===== src/rtl/nn_burst_master.sv =====
// nn_burst_master: Avalon-MM burst master that runs one write or read burst per start command.
// Ports:
//   clk, n_rst                     clock, asynchronous active-low reset
//   start, cmd_write, cmd_address,
//   cmd_burstcount                 command strobe and burst descriptor
//   src_data, src_valid, src_ready write-data source handshake
//   snk_data, snk_valid            read-data sink, one valid cycle per beat
//   busy, done, error              command status
//   write, read, beginbursttransfer,
//   address, burstcount, writedata,
//   waitrequest, readdatavalid,
//   readdata, response             Avalon-MM master port
module nn_burst_master #(
  parameter int DATA_W    = 32,
  parameter int ADDR_W    = 13,
  parameter int BURST_W   = 10,
  parameter int MAX_BURST = 512,
  parameter int TIMEOUT   = 1024
) (
  input  logic               clk,
  input  logic               n_rst,
  input  logic               start,
  input  logic               cmd_write,
  input  logic [ADDR_W-1:0]  cmd_address,
  input  logic [BURST_W-1:0] cmd_burstcount,
  input  logic [DATA_W-1:0]  src_data,
  input  logic               src_valid,
  output logic               src_ready,
  output logic [DATA_W-1:0]  snk_data,
  output logic               snk_valid,
  output logic               busy,
  output logic               done,
  output logic               error,
  output logic               write,
  output logic               read,
  output logic               beginbursttransfer,
  output logic [ADDR_W-1:0]  address,
  output logic [BURST_W-1:0] burstcount,
  output logic [DATA_W-1:0]  writedata,
  input  logic               waitrequest,
  input  logic               readdatavalid,
  input  logic [DATA_W-1:0]  readdata,
  input  logic [1:0]         response
);
  typedef enum logic [2:0] {IDLE, WR_BURST, RD_CMD, RD_DATA, FINISH} state_t;
  localparam int TO_W = $clog2(TIMEOUT + 1);
  localparam logic [BURST_W-1:0] MAX_B = BURST_W'(MAX_BURST);
  localparam logic [TO_W-1:0] TO_LAST = TO_W'(TIMEOUT - 1);
  state_t state_q;
  logic bad_q, started_q, busy_q, done_q, error_q;
  logic [ADDR_W-1:0] addr_q;
  logic [BURST_W-1:0] bc_q, beat_q, beat_d;
  logic [TO_W-1:0] to_q;
  logic accept;
  // An illegal burst parks in WR_BURST/RD_CMD for one cycle with the bus held quiet.
  assign write = state_q == WR_BURST && !bad_q && src_valid;
  assign read = state_q == RD_CMD && !bad_q;
  assign beginbursttransfer = (write || read) && !started_q;
  assign accept = write && !waitrequest;
  assign src_ready = accept;
  assign writedata = state_q == WR_BURST ? src_data : '0;
  assign snk_valid = state_q == RD_DATA && readdatavalid;
  assign snk_data = readdata;
  assign beat_d = beat_q + 1'b1;
  assign address = addr_q;
  assign burstcount = bc_q;
  assign busy = busy_q;
  assign done = done_q;
  assign error = error_q;
  always_ff @(posedge clk or negedge n_rst) begin
    if (!n_rst) begin
      state_q   <= IDLE;
      bad_q     <= 1'b0;
      started_q <= 1'b0;
      busy_q    <= 1'b0;
      done_q    <= 1'b0;
      error_q   <= 1'b0;
      addr_q    <= '0;
      bc_q      <= '0;
      beat_q    <= '0;
      to_q      <= '0;
    end else begin
      case (state_q)
        IDLE: if (start) begin
          addr_q    <= cmd_address;
          bc_q      <= cmd_burstcount;
          bad_q     <= cmd_burstcount == '0 || cmd_burstcount > MAX_B;
          error_q   <= 1'b0;
          busy_q    <= 1'b1;
          started_q <= 1'b0;
          beat_q    <= '0;
          to_q      <= '0;
          state_q   <= cmd_write ? WR_BURST : RD_CMD;
        end
        WR_BURST: if (bad_q) begin
          error_q <= 1'b1;
          done_q  <= 1'b1;
          state_q <= FINISH;
        end else begin
          if (write) started_q <= 1'b1;
          if (accept) begin
            beat_q <= beat_d;
            if (beat_d == bc_q) begin
              done_q  <= 1'b1;
              state_q <= FINISH;
            end
          end
        end
        RD_CMD: if (bad_q) begin
          error_q <= 1'b1;
          done_q  <= 1'b1;
          state_q <= FINISH;
        end else begin
          started_q <= 1'b1;
          if (!waitrequest) state_q <= RD_DATA;
        end
        RD_DATA: if (readdatavalid) begin
          beat_q <= beat_d;
          to_q   <= '0;
          if (response != 2'b00) error_q <= 1'b1;
          if (beat_d == bc_q) begin
            done_q  <= 1'b1;
            state_q <= FINISH;
          end
        end else if (to_q == TO_LAST) begin
          error_q <= 1'b1;
          done_q  <= 1'b1;
          state_q <= FINISH;
        end else begin
          to_q <= to_q + 1'b1;
        end
        FINISH: begin
          done_q  <= 1'b0;
          busy_q  <= 1'b0;
          state_q <= IDLE;
        end
        default: state_q <= IDLE;
      endcase
    end
  end
endmodule


===== config.mk =====
export PLATFORM = sky130hd
export DESIGN_NAME = nn_burst_master
export DESIGN_NICKNAME = d
export VERILOG_FILES = /design/src/rtl/nn_burst_master.sv
export SDC_FILE = /design/constraint.sdc
export NUM_CORES = 1
export LEC_CHECK = 0
export ABC_AREA = 1
export ABC_CLOCK_PERIOD_IN_PS = 2600
export BUFFER_PORTS_ARGS = -buffer_cell sky130_fd_sc_hd__buf_2
export CAP_MARGIN = 20
export CORE_ASPECT_RATIO = 2
export CORE_MARGIN = 4
export CORE_UTILIZATION = 46
export CTS_BUF_LIST = sky130_fd_sc_hd__clkbuf_2 sky130_fd_sc_hd__clkbuf_4 sky130_fd_sc_hd__clkbuf_8
export CTS_CLUSTER_DIAMETER = 200
export DETAILED_ROUTE_END_ITERATION = 8
export PLACE_DENSITY = 0.81
export SYNTH_ARGS = -nofsm -noshare
export SYNTH_HDL_FRONTEND = slang
export SYNTH_SLANG_ARGS = --single-unit

===== constraint.sdc =====
create_clock -name clk -period 2.6 [get_ports clk]
set_clock_uncertainty 0.15 [all_clocks]
set_input_delay 0.39 -clock clk [delete_from_list [all_inputs] [get_ports clk]]
set_output_delay 0.39 -clock clk [all_outputs]
set_load 0.005 [all_outputs]

After elaboration in Yosys (flattened, before gate mapping)
Index checks and enable logic that the tools add are counted.
- memory bits (writable): 0
- logic and storage cells: 98
- memories: 0
- register bits: 52
- output and inout bits: 95
- bits in read-only memories: 0
- bits in latches: 0
- $lt $le $gt $ge: 1
- shifts and indexed selects: 0
- div/mod/pow operators: 0
- multipliers: 0
- bitwise logic cells: 0
- multiplexer cells: 37
- equal/unequal tests: 19
- reduce and logical (&&, ||, !) cells: 29
- add/subtract/negate cells: 2
- operator list (kind ; count):
    two-way mux 10 bit ; 4
    two-way mux 11 bit ; 3
    two-way mux 32 bit ; 1
    case mux 10 bit (3 select lines) ; 1
    two-way mux 3 bit ; 8
    case mux 11 bit (2 select lines) ; 1
    AND reduction 5 bit ; 3
    != test 2 bit (second input constant) ; 7
    two-way mux 1 bit ; 13
    case mux 3 bit (4 select lines) ; 1
    adder 11 x 1 -> 11 bit (second input constant) ; 1
    equality test 11 x 10 -> 1 bit (second input constant) ; 1
    adder 10 x 1 -> 10 bit (second input constant) ; 1
    equality test 10 bit ; 1
    > comparator 10 bit (second input constant) ; 1
    logical NOT 10 bit ; 1
    != test 3 bit (second input constant) ; 3
    nonzero test 3 bit ; 3
    AND reduction 4 bit ; 2
    equality test 3 x 2 -> 1 bit (second input constant) ; 2
    logical AND 1 bit ; 6
    != test 3 x 2 -> 1 bit (second input constant) ; 2
    case mux 1 bit (3 select lines) ; 2
    nonzero test 2 bit ; 3
    13 further kinds ; 17

Logic depth before layout (Yosys ltp)
Gate-level depths: netlist of the first run.
- word-level depth: 7
- mapped depth: 16
- gate-level depth less buffers: 16

Worst setup path before layout of the first run
No wires, ideal clock.
- path kind: reg2reg
- start: register beat_q[0]
- end: register state_q[1]
- slack: 682 ps
- data required time: 2330 ps
- data arrival time: 1648 ps
- period minus slack after synthesis: 1918 ps
- cell stages (with the launch flop): 15
- setup time: 120 ps
- cell sequence: dfrtp_1 ha_1 nand2_1 inv_1 nand3_1 nand2_1 nand2_1 nand2_1 nand3_1 nor2_1 nand3_1 a21oi_1 nand2_1 nand2_1 nand2_1
- word-level cells in the longest chain between the ends: 6
- elaborated cells on any way between the ends: 7
- RTL lines (what ; RTL line ; text):
    start, declared ; 52 ; logic [BURST_W-1:0] bc_q, beat_q, beat_d;
    start signal, assigned ; 102 ; beat_q <= beat_d;
    start signal, assigned ; 118 ; beat_q <= beat_d;
    adder 10 x 1 -> 10 bit * ; 64 ; assign beat_d = beat_q + 1'b1;
    equality test 10 bit * ; 103, 121 ;
    two-way mux 3 bit * ; - ;
    two-way mux 3 bit (2 in series) ; - ;
    case mux 3 bit (4 select lines) * ; - ;
    end signal, assigned ; 93 ; state_q <= cmd_write ? WR_BURST : RD_CMD;
    end, declared ; 49 ; state_t state_q;
Mark *: on every way between the ends. The rest lies on a longest branch, timed or not. The select of a mux whose other input is x is not followed.
A chain may end at the register's enable or synchronous reset.

Final worst setup path of the first run
- start: register state_q[2]
- end: output port beginbursttransfer
- word-level cells in the longest chain between the ends: 5
- elaborated cells on any way between the ends: 7
- RTL lines (what ; RTL line ; text):
    equality test 3 x 1 -> 1 bit ; 56 ; assign write = state_q == WR_BURST && !bad_q && src_valid;
    logical AND 1 bit (2 in series) ; 56 ;
    logical OR 1 bit * ; 58 ; assign beginbursttransfer = (write || read) && !started_q;
    logical AND 1 bit * ; 58 ;
    end, declared ; 36 ; output logic beginbursttransfer,
Mark *: on every way between the ends. The rest lies on a longest branch, timed or not.

==> flow_metrics.env, run 1 <==
export IMPL_grt_pass1_wl_um=15000
export IMPL_syn_area_per_cell_um2=6.76
export IMPL_clock_path_buffers=2
export IMPL_critical_path_required_ns=2.06
export IMPL_cts_setup_buffers=0
export IMPL_seq_area_frac_synth_pct=39.4
export IMPL_drt_initial_drc_count=187
export IMPL_rsz0062_at_grt="false"
export IMPL_groute_usage_overall_pct=22.1
export IMPL_hold_path_class="in2reg"
export IMPL_peakVddDrop_mv=0.570
export IMPL_slew_violations=0
export IMPL_hold_start="cmd_address[8]"
export IMPL_fin_ws_ns=0.158
export IMPL_period_minus_slack_ns=2.44
export IMPL_grt_start_max_net_pins=34
export IMPL_multi_input_area_um2=1370
export IMPL_start_util_pct=47.5
export IMPL_clk_latency_ns=0.31
export IMPL_ys_top_cells_by_area="dfrtp_1, nand2_1, inv_1"
export IMPL_dp_final_hpwl_um=7520
export IMPL_die_area_um2=8670
export IMPL_die_w_um=67.9
export IMPL_synth_edf_count=0
export IMPL_dp_slack_ns=0.336
export IMPL_reg2reg_to="state_q[0]"
export IMPL_clockRootBuffer="clkbuf_8"
export IMPL_synth_area_um2=3300
export IMPL_ff2ff_path_depth=14
export IMPL_status="finished clean"
export IMPL_cts_made_buffers=5
export IMPL_hold_viol=0
export IMPL_crit_path_start_kind="flip-flop"
export IMPL_pwr_share_seq_pct=35.4
export IMPL_async_reset_ff_share_pct=100
export IMPL_ys_types=29
export IMPL_htreeDepth=2
export IMPL_whs_path_depth=3
export IMPL_nFillCells=674
export IMPL_cp_max_fo=7
export IMPL_setup_viol=0
export IMPL_p_int_uw=2040
export IMPL_relSlewSlack_pct=64.6
export IMPL_place_gp_congestion=0.893
export IMPL_combPwrFrac_pct=48.7
export IMPL_drive_above_1_share_pct=26.9
export IMPL_firstDrtPassIters=5
export IMPL_finalNetCount=684
export IMPL_port_buffers=126
export IMPL_synth_ff_type="dfrtp_1"
export IMPL_wl_um=9260
export IMPL_routedWlPerCell_um=13.7
export IMPL_path_clk_slew_ns=0.09
export IMPL_ios=191
export IMPL_fmax_mhz=410
export IMPL_endpoint_kind="output pin"
export IMPL_drc=0
export IMPL_yosysWarnings=0
export IMPL_cts_tree="done"
export IMPL_ys_ff_latch=52
export IMPL_power_density_nw_per_um2=909
export IMPL_r2r_start="beat_q[0]"
export IMPL_antenna_found_initial=0
export IMPL_cts_sinks=52
export IMPL_layout_area_overhead_vs_synth_pct=19.5
export IMPL_holdWs_ns=0.119
export IMPL_syn_instance_count=488
export IMPL_seq_area_um2=1300
export IMPL_sw_frac_of_total_pct=43.2
export IMPL_overflow=0
export IMPL_reg2reg_slack_ns=0.32
export IMPL_vias=3331
export IMPL_synth_top_area_cell="dfrtp_1"
export IMPL_avgViaCountPerCell=4.92
export IMPL_p_leak_uw=0.00231
export IMPL_pwr_share_clk_pct=15.9
export IMPL_hold_end="address[8]"
export IMPL_synth_fp_nets=586
export IMPL_setup_tns_ns=0
export IMPL_rows=43
export IMPL_die_h_um=128
export IMPL_diodes=0
export IMPL_ant_nets=0
export IMPL_p_switching_uw=1550
export IMPL_synth_top_area_share_pct=39.4
export IMPL_max_cap_viol_count=0
export IMPL_arrival_ns=1.90
export IMPL_crit_type="reg2out"
export IMPL_grt_pass1_vias=3482
export IMPL_core_um2=6940
export IMPL_worst_pin_slew_ns=0.530
export IMPL_fin_crit_sh_pct=93.9
==> through the flow <==
stage,power (uW),utilization (%),cells,cell area (um^2)
2_1_floorplan,2330,-,488,3300
3_3_place_gp,2960,54.9,668,3810
3_5_place_dp,3010,54.9,668,3810
4_1_cts,3600,56.7,677,3930
5_1_grt,3900,56.8,677,3940
6_report,3580,56.8,677,3940
==> cell usage in the layout, fill, tap and decap left out, drive strengths merged <==
master and n:
nand2 127, nor3 5, a21oi 12, o211ai 1
ha 2, nor4 2, xor2 2, nor2 73
inv 95, nand4 4, o31ai 1, dlygate4sd3 1
nand3b 1, dfrtp 52, o21ai 30, buf 131
and2 1, o21a 1, o22ai 6, clkinv 1
bufinv 1, clkbuf 6, a211oi 2, nand3 30
==> synthesized netlist by cell type (2+ instances only) <==
library cell,instances
o21ai_2,2
nand2_1,126
buf_4,32
a211oi_1,2
nor3_1,5
o22ai_1,6
nor2_2,2
inv_1,90
nor2_1,68
nand4_1,4
ha_1,2
nor2_4,3
nor4_1,2
dfrtp_1,52
clkbuf_1,7
a21oi_1,12
nand3_1,30
o21ai_0,26
inv_2,5
o21ai_1,2
xor2_1,2
==> worst max-delay path by stage <==
stage                     startpoint                  to  slack (ns)
after floorplan            beat_q[0]          state_q[1]        0.68
after global routing      state_q[2]  beginbursttransfer       0.005
after global placement       to_q[0]          state_q[2]        0.38
after detailed placement  state_q[2]           beat_q[9]        0.34
final                     state_q[2]  beginbursttransfer        0.16
after CTS                 state_q[1]  beginbursttransfer        0.07
==> critical path, stage by stage, from the launching register on <==
cell and delay (ns):
dfrtp_2 0.47, nor2_4 0.19, inv_2 0.06, nor2_2 0.13
inv_2 0.07, nor2_4 0.12, inv_2 0.06, nor2_4 0.10
inv_1 0.07, nand2_1 0.05, inv_1 0.05, nor2_1 0.10
buf_2 0.13
==> per-layer routing <==
layer | vias up | global-route usage [%] | part of all wire (%)
met5 | - | 0 | 0
met4 | 0 | 11.1 | 3.3
met3 | 27 | 4.30 | 8.1
met2 | 143 | 38.1 | 52
met1 | 1515 | 24.9 | 37
li1 | 1646 | - | -
==> area by class of cell <==
type	instances	area share (%)
multi-input cells	300	34.7
flip-flops and latches	52	33.1
repair buffers	132	17.5
inverters	95	9.04
well taps	90	2.86
clock buffers	6	1.94
clock inverters	2	0.889
==> registers in the layout, summed over array words and instances, names as in the netlist <==
register	count
busy	1
to_q	11
burstcount	10
state_q	3
address	13
started_q	1
done	1
error	1
beat_q	10
bad_q	1
==> power by group through the flow <==
stage | sequential [uW] | combinational [uW] | clock (uW)
after floorplan | 1260 | 1070 | 0
after global placement | 1270 | 1690 | 0
after detailed placement | 1280 | 1740 | 0
after CTS | 1270 | 1750 | 581
after global routing | 1300 | 1990 | 614
final | 1270 | 1740 | 570
==> cells by family (layout without fill, tap and decap cells) <==
kind of cell / count (synthesis) / count (layout) / synth area share, %
AND/OR/NAND/NOR: 243 / 243 / 30.9
buffers and inverters: 136 / 235 / 19.3
AO/OA/AOI/OAI: 53 / 53 / 9.03
flip-flops: 52 / 52 / 39.4
adder cells (fa/ha/maj): 2 / 2 / 0.758
XOR/XNOR: 2 / 2 / 0.531
==> what timing repair did <==
| action | CTS | global route |
|---|---|---|
| endpoints found under the setup margin | 0 | 1 |
| resized for setup | 0 | 4 |
| hold buffers | 1 | 0 |
| endpoints found under the hold margin | 19 | 0 |
(Power assumes the default switching activity.)
==> inputs of run 2 (changes only) <==
--- a/config.mk
+++ b/config.mk
@@ -5,7 +5,6 @@
 export SDC_FILE = /design/constraint.sdc
 export NUM_CORES = 1
 export LEC_CHECK = 0
-export ABC_AREA = 1
 export ABC_CLOCK_PERIOD_IN_PS = 2600
 export BUFFER_PORTS_ARGS = -buffer_cell sky130_fd_sc_hd__buf_2
 export CAP_MARGIN = 20
@@ -15,7 +14,7 @@
 export CTS_BUF_LIST = sky130_fd_sc_hd__clkbuf_2 sky130_fd_sc_hd__clkbuf_4 sky130_fd_sc_hd__clkbuf_8
 export CTS_CLUSTER_DIAMETER = 200
 export DETAILED_ROUTE_END_ITERATION = 8
-export PLACE_DENSITY = 0.81
+export PLACE_DENSITY = 0.8
 export SYNTH_ARGS = -nofsm -noshare
 export SYNTH_HDL_FRONTEND = slang
 export SYNTH_SLANG_ARGS = --single-unit
==> run 2 against run 1 <==
Against the previous run:
- synthesized cell count fell by 27%
- combinational power about the same
- area after synthesis up 1.4%
- die area grew 1.3%
- non-clock buffer count up 5
- total power shrank 0.91%
- clock power down 16%
- critical path depth shrank 7
- fmax shrank 1.9%
- sequential power increased by 5%
- routed wire length rose by 0.96%
- flip-flop and latch count did not move
==> flow_metrics.env, run 2 <==
export IMPL_whs_path_depth=2
export IMPL_syn_instance_count=355
export IMPL_grt_start_max_net_pins=33
export IMPL_pwr_share_seq_pct=37.4
export IMPL_diodes=0
export IMPL_htreeDepth=2
export IMPL_synth_most_common_cell="dfrtp_1"
export IMPL_clockRootBuffer="clkbuf_8"
export IMPL_worst_pin_slew_ns=0.646
export IMPL_power_density_nw_per_um2=897
export IMPL_wl_um=9350
export IMPL_place_gp_congestion=0.849
export IMPL_clk_latency_ns=0.33
export IMPL_port_buffers=126
export IMPL_fmax_mhz=402
export IMPL_setup_tns_ns=0
export IMPL_synth_top_area_cell="dfrtp_1"
export IMPL_ys_top_cells_by_area="dfrtp_1, mux2_2, buf_4"
export IMPL_synth_fp_nets=453
export IMPL_endpoint_kind="output pin"
export IMPL_drive_above_1_share_pct=39.5
export IMPL_overflow=0
export IMPL_hold_end="address[8]"
export IMPL_syn_area_per_cell_um2=9.42
export IMPL_r2r_start="to_q[0]"
export IMPL_hold_path_class="in2reg"
export IMPL_path_clk_slew_ns=0.11
export IMPL_start_util_pct=47.8
export IMPL_cts_made_buffers=5
export IMPL_synthTopCellsByCount="dfrtp_1, nor2_1, and2_1, buf_4, mux2_2"
export IMPL_dp_final_hpwl_um=7570
export IMPL_layout_common_cells="buf_2, dfrtp_1, nor2_1"
export IMPL_ys_types=59
export IMPL_p_leak_uw=0.00189
export IMPL_groute_usage_overall_pct=21.7
export IMPL_final_util_pct=56.6
export IMPL_die_area_um2=8780
export IMPL_largest_reg_flops=13
export IMPL_slew_violations=0
export IMPL_cts_setup_buffers=0
export IMPL_rsz0062_at_grt="false"
export IMPL_p_switching_uw=1400
export IMPL_synth_edf_count=0
export IMPL_layout_cells_most_common="buf_2"
export IMPL_sw_frac_of_total_pct=39.4
export IMPL_seq_area_frac_synth_pct=38.9
export IMPL_hold_start="cmd_address[8]"
export IMPL_reg2reg_slack_ns=0.24
export IMPL_synth_top_area_share_pct=38.9
export IMPL_firstDrtPassIters=4
export IMPL_ios=191
export IMPL_reg2reg_to="done"
export IMPL_finalNetCount=550
export IMPL_cts_sinks=52
export IMPL_ant_nets=0
export IMPL_p_int_uw=2150
export IMPL_combPwrFrac_pct=49.1
export IMPL_yosysWarnings=0
export IMPL_crit_path_start_kind="flip-flop"
export IMPL_async_reset_ff_share_pct=100
export IMPL_hold_viol=0
export IMPL_synth_ff_type="dfrtp_1"
export IMPL_ff2ff_path_depth=7
export IMPL_relSlewSlack_pct=55.8
export IMPL_drt_initial_drc_count=82
export IMPL_vias=2982
export IMPL_peakVddDrop_mv=0.707
export IMPL_nFillCells=629
export IMPL_antenna_found_initial=0
export IMPL_period_minus_slack_ns=2.49
export IMPL_die_w_um=68.3
export IMPL_arrival_ns=1.95
export IMPL_core_um2=6990
export IMPL_rows=43
export IMPL_grt_pass1_vias=3031
export IMPL_ys_ff_latch=52
export IMPL_status="finished clean"
export IMPL_cp_max_fo=10
export IMPL_routedWlPerCell_um=17.2
export IMPL_die_h_um=129
export IMPL_crit_type="reg2out"
export IMPL_synth_area_um2=3350
export IMPL_max_cap_viol_count=0
export IMPL_clock_path_buffers=2
export IMPL_avgViaCountPerCell=5.49
export IMPL_setup_viol=0
export IMPL_grt_pass1_wl_um=14400
export IMPL_critical_path_required_ns=2.06
export IMPL_drc=0
export IMPL_cts_tree="done"
export IMPL_layout_area_overhead_vs_synth_pct=18.4
export IMPL_fin_crit_sh_pct=95.8
export IMPL_pwr_share_clk_pct=13.5
## run 2: changes by cell type in the layout (fill, tap and decap cells not counted), sizes merged, moves of 11 or more
| cell | change |
|---|---|
| and2 | +31 |
| inv | -88 |
| mux2 | +23 |
| nand2 | -111 |
| nand3 | -24 |
| nor2 | -38 |
| o21ai | -15 |
| xnor2 | +11 |
| xor2 | +12 |
## run 2: kinds of logic (layout without fill, tap and decap cells)
group / count (synthesis) / in the layout / share of synthesized area (%)
mux: 25 / 25 / 8.34
simple gates: 135 / 135 / 22.4
fa+ha+maj: 2 / 2 / 0.748
buf+inv: 54 / 152 / 10.1
compound gates: 62 / 62 / 13.0
flops: 52 / 52 / 38.9
xor+xnor: 25 / 25 / 6.54
## run 2: worst max-delay path by stage
| stage | from | endpoint | slack [ns] | cells past startpoint |
|---|---|---|---|---|
| 3_3_place_gp | state_q[2] | beat_q[3] | 0.32 | 6 |
| 2_1_floorplan | state_q[0] | to_q[5] | 0.54 | 7 |
| 4_1_cts | state_q[1] | beginbursttransfer | 0.11 | 5 |
| 6_report | state_q[1] | beginbursttransfer | 0.11 | 5 |
| 5_1_grt | state_q[1] | writedata[17] | 0.004 | 6 |
| 3_5_place_dp | state_q[2] | beat_q[7] | 0.26 | 6 |
## run 2: layout make-up
| cell class | instances | area [um^2] | share of cell area (%) |
|---|---|---|---|
| repair buffers | 137 | 719 | 18.2 |
| clock inverters | 3 | 23.8 | 0.600 |
| inverters | 7 | 26.3 | 0.664 |
| well taps | 90 | 113 | 2.84 |
| multi-input cells | 249 | 1710 | 43.1 |
| flip-flops and latches | 52 | 1300 | 32.9 |
| clock buffers | 5 | 68.8 | 1.74 |
## run 2: power by group through the flow
stage / Sequential [uW] / Combinational [uW] / Clock, uW
after global routing: 1370 / 1910 / 515
after floorplan: 1300 / 1110 / 0
after global placement: 1320 / 1700 / 0
final: 1330 / 1740 / 479
after detailed placement: 1340 / 1740 / 0
after CTS: 1330 / 1750 / 486
## run 2: what timing repair did
action                                 CTS  global route
setup endpoints to repair                0             2
gates resized for setup                  0             1
endpoints found under the hold margin   21             0
hold buffers                             1             0
## run 2: metrics by stage
step / power, uW / hold slack [ns] / cells / setup WS (ns) / instance area (um^2)
2_1_floorplan: 2410 / -0.0556 / 355 / 0.543 / 3350
3_3_place_gp: 3020 / 0.225 / 533 / 0.325 / 3850
4_1_cts: 3560 / 0.134 / 542 / 0.106 / 3950
5_1_grt: 3800 / 0.130 / 543 / 0.00432 / 3960
6_report: 3550 / 0.137 / 543 / 0.110 / 3960
3_5_place_dp: 3090 / 0.228 / 533 / 0.260 / 3850
## run 2: critical path: stages (launching register included)
cell and delay (ns):
dfrtp_1 0.51, or3b_1 0.49, nor2_1 0.30, nor2_1 0.09, nor2_1 0.10, buf_2 0.13
## run 2: per-layer routing
layer | up-vias | wire length [um] | global-route usage, %
met5 | - | 0 | 0
met4 | 0 | 579 | 14.9
met3 | 45 | 581 | 4.28
met2 | 128 | 5000 | 38.7
met1 | 1413 | 3190 | 21.2
li1 | 1396 | - | -
